## config.mk

```make
export PLATFORM = sky130hd
export DESIGN_NAME = ldtu_ofifo_read_ctrl
export DESIGN_NICKNAME = d
export VERILOG_FILES = /design/src/rtl/ldtu_ofifo_pkg.sv /design/src/rtl/ldtu_slot_timer.sv /design/src/rtl/ldtu_ofifo_read_ctrl.sv
export SDC_FILE = /design/constraint.sdc
export NUM_CORES = 1
export LEC_CHECK = 0
export BUFFER_PORTS_ARGS = -buffer_cell sky130_fd_sc_hd__buf_2
export CORE_UTILIZATION = 49
export DETAILED_ROUTE_END_ITERATION = 10
export PLACE_DENSITY = 0.8
export SKIP_CTS_REPAIR_TIMING = 1
export SYNTH_ARGS = -nofsm -noshare
export SYNTH_HDL_FRONTEND = slang
export SYNTH_SLANG_ARGS = --single-unit
```

## constraint.sdc

```tcl
create_clock -name CLK -period 2.5 [get_ports CLK]
set_input_delay 0.25 -clock CLK [delete_from_list [all_inputs] [get_ports CLK]]
set_output_delay 0.25 -clock CLK [all_outputs]
set_load 0.03 [all_outputs]
```

## src/rtl/ldtu_ofifo_pkg.sv

```systemverilog
// ldtu_ofifo_pkg: shared constants, state encoding and parameter checks for the output FIFO read controller
// Contents: idle/sync word patterns, slot counter width, FSM state encoding, WORD_PERIOD legality check.
package ldtu_ofifo_pkg;
    localparam logic [31:0] idle_patternEA = 32'hEAAAAAAA;
    localparam logic [31:0] idle_pattern5A = 32'h5A5A5A5A;
    localparam int SLOT_W = 4;
    typedef enum logic [1:0] {
        ST_OFF  = 2'b00,
        ST_RUN  = 2'b01,
        ST_SYNC = 2'b10
    } state_e;
    function automatic bit wp_legal(input int wp);
        return wp >= 2 && wp <= 16;
    endfunction
endpackage

```

## src/rtl/ldtu_slot_timer.sv

```systemverilog
// ldtu_slot_timer: free-running output slot counter producing slot_pre / slot_end strobes
// Ports:
//   CLK, reset   clock, asynchronous active-low reset
//   cnt_i        current count (own register, or the voted value when triplicated)
//   cnt_q        this copy's count register
//   slot_pre     count == WORD_PERIOD-2, one cycle before the slot closes
//   slot_end     count == WORD_PERIOD-1, the slot-closing cycle
module ldtu_slot_timer
    import ldtu_ofifo_pkg::*;
#(
    parameter int WORD_PERIOD = 4
) (
    input  logic              CLK,
    input  logic              reset,
    input  logic [SLOT_W-1:0] cnt_i,
    output logic [SLOT_W-1:0] cnt_q,
    output logic              slot_pre,
    output logic              slot_end
);
    logic [SLOT_W-1:0] cnt_d;

    always_comb begin
        slot_pre = cnt_i == SLOT_W'(WORD_PERIOD - 2);
        slot_end = cnt_i == SLOT_W'(WORD_PERIOD - 1);
        cnt_d    = slot_end ? '0 : cnt_i + 1'b1;
    end

    always_ff @(posedge CLK or negedge reset)
        if (!reset) cnt_q <= '0;
        else        cnt_q <= cnt_d;
endmodule

```

## src/rtl/ldtu_ofifo_read_ctrl.sv

```systemverilog
// ldtu_ofifo_read_ctrl: read-side slot scheduler for the LiTe-DTU output FIFO (data / idle / sync words)
// Optional: define LDTU_RDCTRL_TMR_EN to triplicate state, slot and burst counters and add port tmrError.
// Ports:
//   CLK, reset        clock, asynchronous active-low reset
//   enable            readout enable (level)
//   sync_req          one-cycle request for a sync burst
//   clear_status      one-cycle clear of overflow_flag
//   empty_signal      FIFO empty
//   full_signal       FIFO full
//   fifo_data         decoded FIFO word, valid the cycle after read_signal
//   read_signal       FIFO read strobe, issued at slot_pre
//   data_out          registered output word
//   data_valid        one-cycle pulse at each slot close
//   sync_busy         high while in SYNC
//   overflow_flag     sticky: FIFO full while not reading
//   word_count        FIFO data words emitted (wraps)
//   tmrError          (TMR build only) OR of voter mismatches
module ldtu_ofifo_read_ctrl
    import ldtu_ofifo_pkg::*;
#(
    parameter int Nbits_32    = 32,
    parameter int WORD_PERIOD = 4,
    parameter int SYNC_WORDS  = 8,
    parameter int CNT_W       = 16
) (
    input  logic                CLK,
    input  logic                reset,
    input  logic                enable,
    input  logic                sync_req,
    input  logic                clear_status,
    input  logic                empty_signal,
    input  logic                full_signal,
    input  logic [Nbits_32-1:0] fifo_data,
    output logic                read_signal,
    output logic [Nbits_32-1:0] data_out,
    output logic                data_valid,
    output logic                sync_busy,
    output logic                overflow_flag,
    output logic [CNT_W-1:0]    word_count
`ifdef LDTU_RDCTRL_TMR_EN
    ,
    output logic                tmrError
`endif
);
    localparam int BW = SYNC_WORDS > 1 ? $clog2(SYNC_WORDS) : 1;

    if (!wp_legal(WORD_PERIOD) || SYNC_WORDS < 1) begin : g_bad_param
        $error("ldtu_ofifo_read_ctrl: WORD_PERIOD must be 2..16 and SYNC_WORDS >= 1");
    end

    state_e              state_q, state_d;
    logic [BW-1:0]       burst_q, burst_d;
    logic [SLOT_W-1:0]   cnt_q;
    logic                slot_pre, slot_end, pend, to_sync, last;
    logic                sync_pending_q, sync_pending_d, read_issued_q, overflow_q, overflow_d, data_valid_q;
    logic [Nbits_32-1:0] data_out_q, data_out_d;
    logic [CNT_W-1:0]    word_count_q, word_count_d;

    always_comb begin
        // A request in the current cycle already counts, so a same-cycle request at slot_pre blocks the read
        pend           = sync_pending_q | sync_req;
        to_sync        = slot_end && state_q == ST_RUN && pend;
        last           = state_q == ST_SYNC && burst_q == BW'(SYNC_WORDS - 1);
        read_signal    = slot_pre && state_q == ST_RUN && !pend && enable && !empty_signal;
        state_d        = state_q;
        burst_d        = burst_q;
        if (slot_end) begin
            state_d = state_q == ST_OFF ? (enable ? ST_RUN : ST_OFF)
                    : state_q == ST_RUN ? (pend ? ST_SYNC : enable ? ST_RUN : ST_OFF)
                    : last ? (enable ? ST_RUN : ST_OFF) : ST_SYNC;
            burst_d = state_q == ST_SYNC ? burst_q + 1'b1 : '0;
        end
        // Entry into SYNC absorbs any request seen in the same cycle
        sync_pending_d = to_sync ? 1'b0 : (sync_req && state_q != ST_SYNC) ? 1'b1 : sync_pending_q;
        overflow_d     = (full_signal && !read_signal) ? 1'b1 : clear_status ? 1'b0 : overflow_q;
        data_out_d     = !slot_end ? data_out_q
                       : read_issued_q ? fifo_data
                       : (state_q == ST_SYNC || to_sync) ? Nbits_32'(idle_pattern5A)
                       : Nbits_32'(idle_patternEA);
        word_count_d   = word_count_q + CNT_W'(slot_end && read_issued_q);
    end

`ifdef LDTU_RDCTRL_TMR_EN
    logic [SLOT_W-1:0] cnt_r [3];
    state_e            state_r [3];
    logic [BW-1:0]     burst_r [3];
    logic [2:0]        pre_r, end_r;

    // Each copy advances from the voted value, so a single upset is repaired on the next edge
    for (genvar i = 0; i < 3; i++) begin : g_tmr
        ldtu_slot_timer #(.WORD_PERIOD(WORD_PERIOD)) u_slot_timer (
            .CLK     (CLK),
            .reset   (reset),
            .cnt_i   (cnt_q),
            .cnt_q   (cnt_r[i]),
            .slot_pre(pre_r[i]),
            .slot_end(end_r[i])
        );
        always_ff @(posedge CLK or negedge reset)
            if (!reset) begin
                state_r[i] <= ST_OFF;
                burst_r[i] <= '0;
            end else begin
                state_r[i] <= state_d;
                burst_r[i] <= burst_d;
            end
    end

    assign cnt_q    = (cnt_r[0] & cnt_r[1]) | (cnt_r[0] & cnt_r[2]) | (cnt_r[1] & cnt_r[2]);
    assign state_q  = state_e'((state_r[0] & state_r[1]) | (state_r[0] & state_r[2]) | (state_r[1] & state_r[2]));
    assign burst_q  = (burst_r[0] & burst_r[1]) | (burst_r[0] & burst_r[2]) | (burst_r[1] & burst_r[2]);
    assign slot_pre = (pre_r[0] & pre_r[1]) | (pre_r[0] & pre_r[2]) | (pre_r[1] & pre_r[2]);
    assign slot_end = (end_r[0] & end_r[1]) | (end_r[0] & end_r[2]) | (end_r[1] & end_r[2]);
    assign tmrError = cnt_r[0] != cnt_r[1] || cnt_r[1] != cnt_r[2]
                   || state_r[0] != state_r[1] || state_r[1] != state_r[2]
                   || burst_r[0] != burst_r[1] || burst_r[1] != burst_r[2];
`else
    ldtu_slot_timer #(.WORD_PERIOD(WORD_PERIOD)) u_slot_timer (
        .CLK     (CLK),
        .reset   (reset),
        .cnt_i   (cnt_q),
        .cnt_q   (cnt_q),
        .slot_pre(slot_pre),
        .slot_end(slot_end)
    );

    always_ff @(posedge CLK or negedge reset)
        if (!reset) begin
            state_q <= ST_OFF;
            burst_q <= '0;
        end else begin
            state_q <= state_d;
            burst_q <= burst_d;
        end
`endif

    always_ff @(posedge CLK or negedge reset)
        if (!reset) begin
            sync_pending_q <= 1'b0;
            read_issued_q  <= 1'b0;
            overflow_q     <= 1'b0;
            data_out_q     <= Nbits_32'(idle_patternEA);
            data_valid_q   <= 1'b0;
            word_count_q   <= '0;
        end else begin
            sync_pending_q <= sync_pending_d;
            read_issued_q  <= read_signal;
            overflow_q     <= overflow_d;
            data_out_q     <= data_out_d;
            data_valid_q   <= slot_end;
            word_count_q   <= word_count_d;
        end

    assign data_out      = data_out_q;
    assign data_valid    = data_valid_q;
    assign sync_busy     = state_q == ST_SYNC;
    assign overflow_flag = overflow_q;
    assign word_count    = word_count_q;
endmodule

```

==> results.cfg <==
[place]
dp_hpwl_um = 3984
numPortBuffers = 90
finalWeightedCongestion = 0.7769
place_ws_ps = 443.7

[critical_path]
cp-end-kind = register
worst_ep_required_time_ps = 2720
worstSetupStartpointType = register
timing.reg2reg.setup_slack_ps = 450
endpoint = word_count[12]$_DFF_PN0_
cpPeakStageDelay_ps = 390
critical_path_buf_inv_count = 0
cp.depth = 9
startpoint = u_slot_timer.cnt_q[0]$_DFF_PN0_
crit_chain = ha_1 > nand2_1 > nor2_1 > ha_1 > ha_1 > nand4_1 > nor2_1 > nand4_1 > xnor2_1
critical_path_class = reg2reg
critPathMaxFanout = 4
r2r_start = u_slot_timer.cnt_q[0]$_DFF_PN0_
reg2regPathDepth = 9
critPathTopFamily = adder cells
r2r-end = word_count[12]$_DFF_PN0_
worst_path_max_delay_cell = dfrtp_1
path_common_cell = ha_1
arrival_ps = 2270

[clocking]
cts_tree = built
htreeDepth = 3
cts_buffers = 9
worstSkewPairLatency_ps = 330
clkTransAtPathRegs_ps = 60
clock_sinks = 61
root_buffer = clkbuf_8
ctsLongestPathBuffers = 2

[logic_synthesis]
syn_area_um2 = 2601
synth_nets = 300
synth_top_flop_cell = dfrtp_1
syn_area_per_cell_um2 = 10.20
synth_xor_area_share_pct = 5.051
synth_area_leaders = dfrtp_1 42%, dfstp_2 17%, o21ai_0 8.9%
synth_area_leader_cell = dfrtp_1
yosysTopAreaCellShare_pct = 42.33
synthAdderAreaFrac_pct = 2.886
async_flop_share_pct = 100.0
synth_edf_count = 0
synthMuxAreaShare_pct = 0
synth-seq-area-share_pct = 59.50
synth_top_family_by_area = simple AND/OR/NAND/NOR gates
synthSimpleGateAreaFrac_pct = 15.92
ys_ff_latch = 61
synthCells = 255
synth_compound_area_share_pct = 12.03
yosys_warnings = 0
yosysMostFrequentCell = o21ai_0
yosys.cell_types.count = 32
yosys-top-cells-count = 46 x o21ai_0, 44 x dfrtp_1, 43 x nand2_1, 18 x inv_1, 18 x nand3_1

[timing]
post-route-min-period_ps = 2048
hold_violations = 18
skew_ps = 6.941
tightest_slew_ps = 713.9
rsz0062_at_grt = no
drv_slew = 0
timing.fmax_ghz = 0.4882
fin_hold_ws_ps = -28.89
setup_viol = 0
setup-tns-final_ps = 0
timing.final.crit_share_pct = 81.93
setup_slack_ps = 451.9
max-slew-margin-rel_pct = 52.40

[detailed_routing]
firstDrtPassIters = 4
via_count = 2100
drc = 0
final_antenna_net_count = 0
wire_per_inst_um = 13.35
routed_wirelength_um = 5675
via_per_inst = 4.941
drtIter0Drc = 107

[finish]
insertedDiodeCount = 0
n_fill_cell = 431
area_delta_synth_final_pct = 27.32
layout.nets = 395
drive_gt1_share_pct = 37.18

[global_routing]
grt_antenna_before_repair = 0
overflow = 0
grt_max_degree = 33
grt_usage_pct = 22.88
grt_pass1_wl_um = 9204
first_global_vias = 1990

[die]
pin_count = 91
dieHeight_um = 74.86
core_um2 = 5107
die_area_um2 = 5604
num_rows = 26
start_util_pct = 50.93
die_x_um = 74.86

[pwr]
p_per_area_nw_per_um2 = 632.9
ir_drop_mv = 0.5022
p_leak_nw = 1.819

[outcome]
violations = negative hold slack
outcome = finished with violations

[worst_hold_path]
hold_path_class = in2async

[run]
drv_cap = 0
## worst register-to-register path, cell delays in order, from the launching register on
cell	delay [ps]
dfrtp_1	390
ha_1	210
nand2_1	80
nor2_1	110
ha_1	250
ha_1	250
nand4_1	140
nor2_1	220
nand4_1	150
xnor2_1	140
## power by group
part	total (W)	switching [W]	internal, W
clock	0.000762	0.000348	0.000414
combinational	0.000256	0.000177	0.0000789
sequential	0.00108	0.0000271	0.00105
total	0.00210	0.000552	0.00154
## cell families after synthesis
logic type / after synthesis
simple gates: 84
flops: 61
compound gates: 59
buf+inv: 30
xor+xnor: 15
fa+ha+maj: 6
## through the flow
step           util (%)  power, W  area (µm²)  cells
2_1_floorplan         -  0.001240        2601    255
3_5_place_dp      61.49  0.001355        3141    409
6_report          64.85  0.002096        3312    425
3_3_place_gp      61.49  0.001347        3141    409
4_1_cts           64.85  0.002122        3312    425
5_1_grt           64.85  0.002195        3312    425
## area by class of cell
cell class / instances / area [µm²] / share of cell area [%]
flip-flops and latches: 61 / 1548 / 46.73
clock buffers: 15 / 166.4 / 5.025
inverters: 19 / 71.32 / 2.153
clock inverters: 1 / 5.005 / 0.1511
multi-input cells: 164 / 933.4 / 28.18
repair buffers: 95 / 500.5 / 15.11
well taps: 70 / 87.58 / 2.645
## routing by layer
| metal | vias to the layer above | GRT usage (%) | wire length [µm] | share of wire (%) |
|---|---|---|---|---|
| met3 | 6 | 7.631 | 309 | 5.4 |
| met4 | 0 | 8.176 | 72 | 1.3 |
| li1 | 1038 | - | - | - |
| met5 | - | 0 | 0 | 0 |
| met2 | 63 | 36.44 | 2711 | 48 |
| met1 | 993 | 29.34 | 2581 | 45 |
## registers in the layout (all words and copies together) (netlist names)
name	cells
data_out	32
overflow_flag	1
u_slot_timer.cnt_q	4
word_count	16
state_q	2
read_issued_q	1
sync_pending_q	1
data_valid	1
burst_q	3
## how the worst min path moves through the flow
stage               depth (start not counted)  start                         end  slack (ps)
floorplan                                   0  reset      burst_q[0]$_DFFE_PN0N_         -50
global placement                            1  reset  sync_pending_q$_DFFE_PN0P_         340
detailed placement                          1  reset        data_valid$_DFF_PN0_         350
CTS                                         1  reset  sync_pending_q$_DFFE_PN0P_         -10
global route                                1  reset  sync_pending_q$_DFFE_PN0P_          30
finish                                      1  reset  sync_pending_q$_DFFE_PN0P_         -30
## layout by cell type (no fill, tap or decap), types with 2 or more instances in the layout
cell type,n
o21ai_1,4
nor2_1,10
nand4_1,4
dfstp_2,17
nand3_1,18
xor2_1,7
nand2_1,43
dfrtp_1,44
buf_2,90
clkbuf_8,11
a21oi_1,2
inv_1,18
clkbuf_1,4
o21ai_0,46
a21boi_0,2
buf_4,4
xnor2_1,8
ha_1,6
Note: power is estimated with default switching activity, not from simulation.
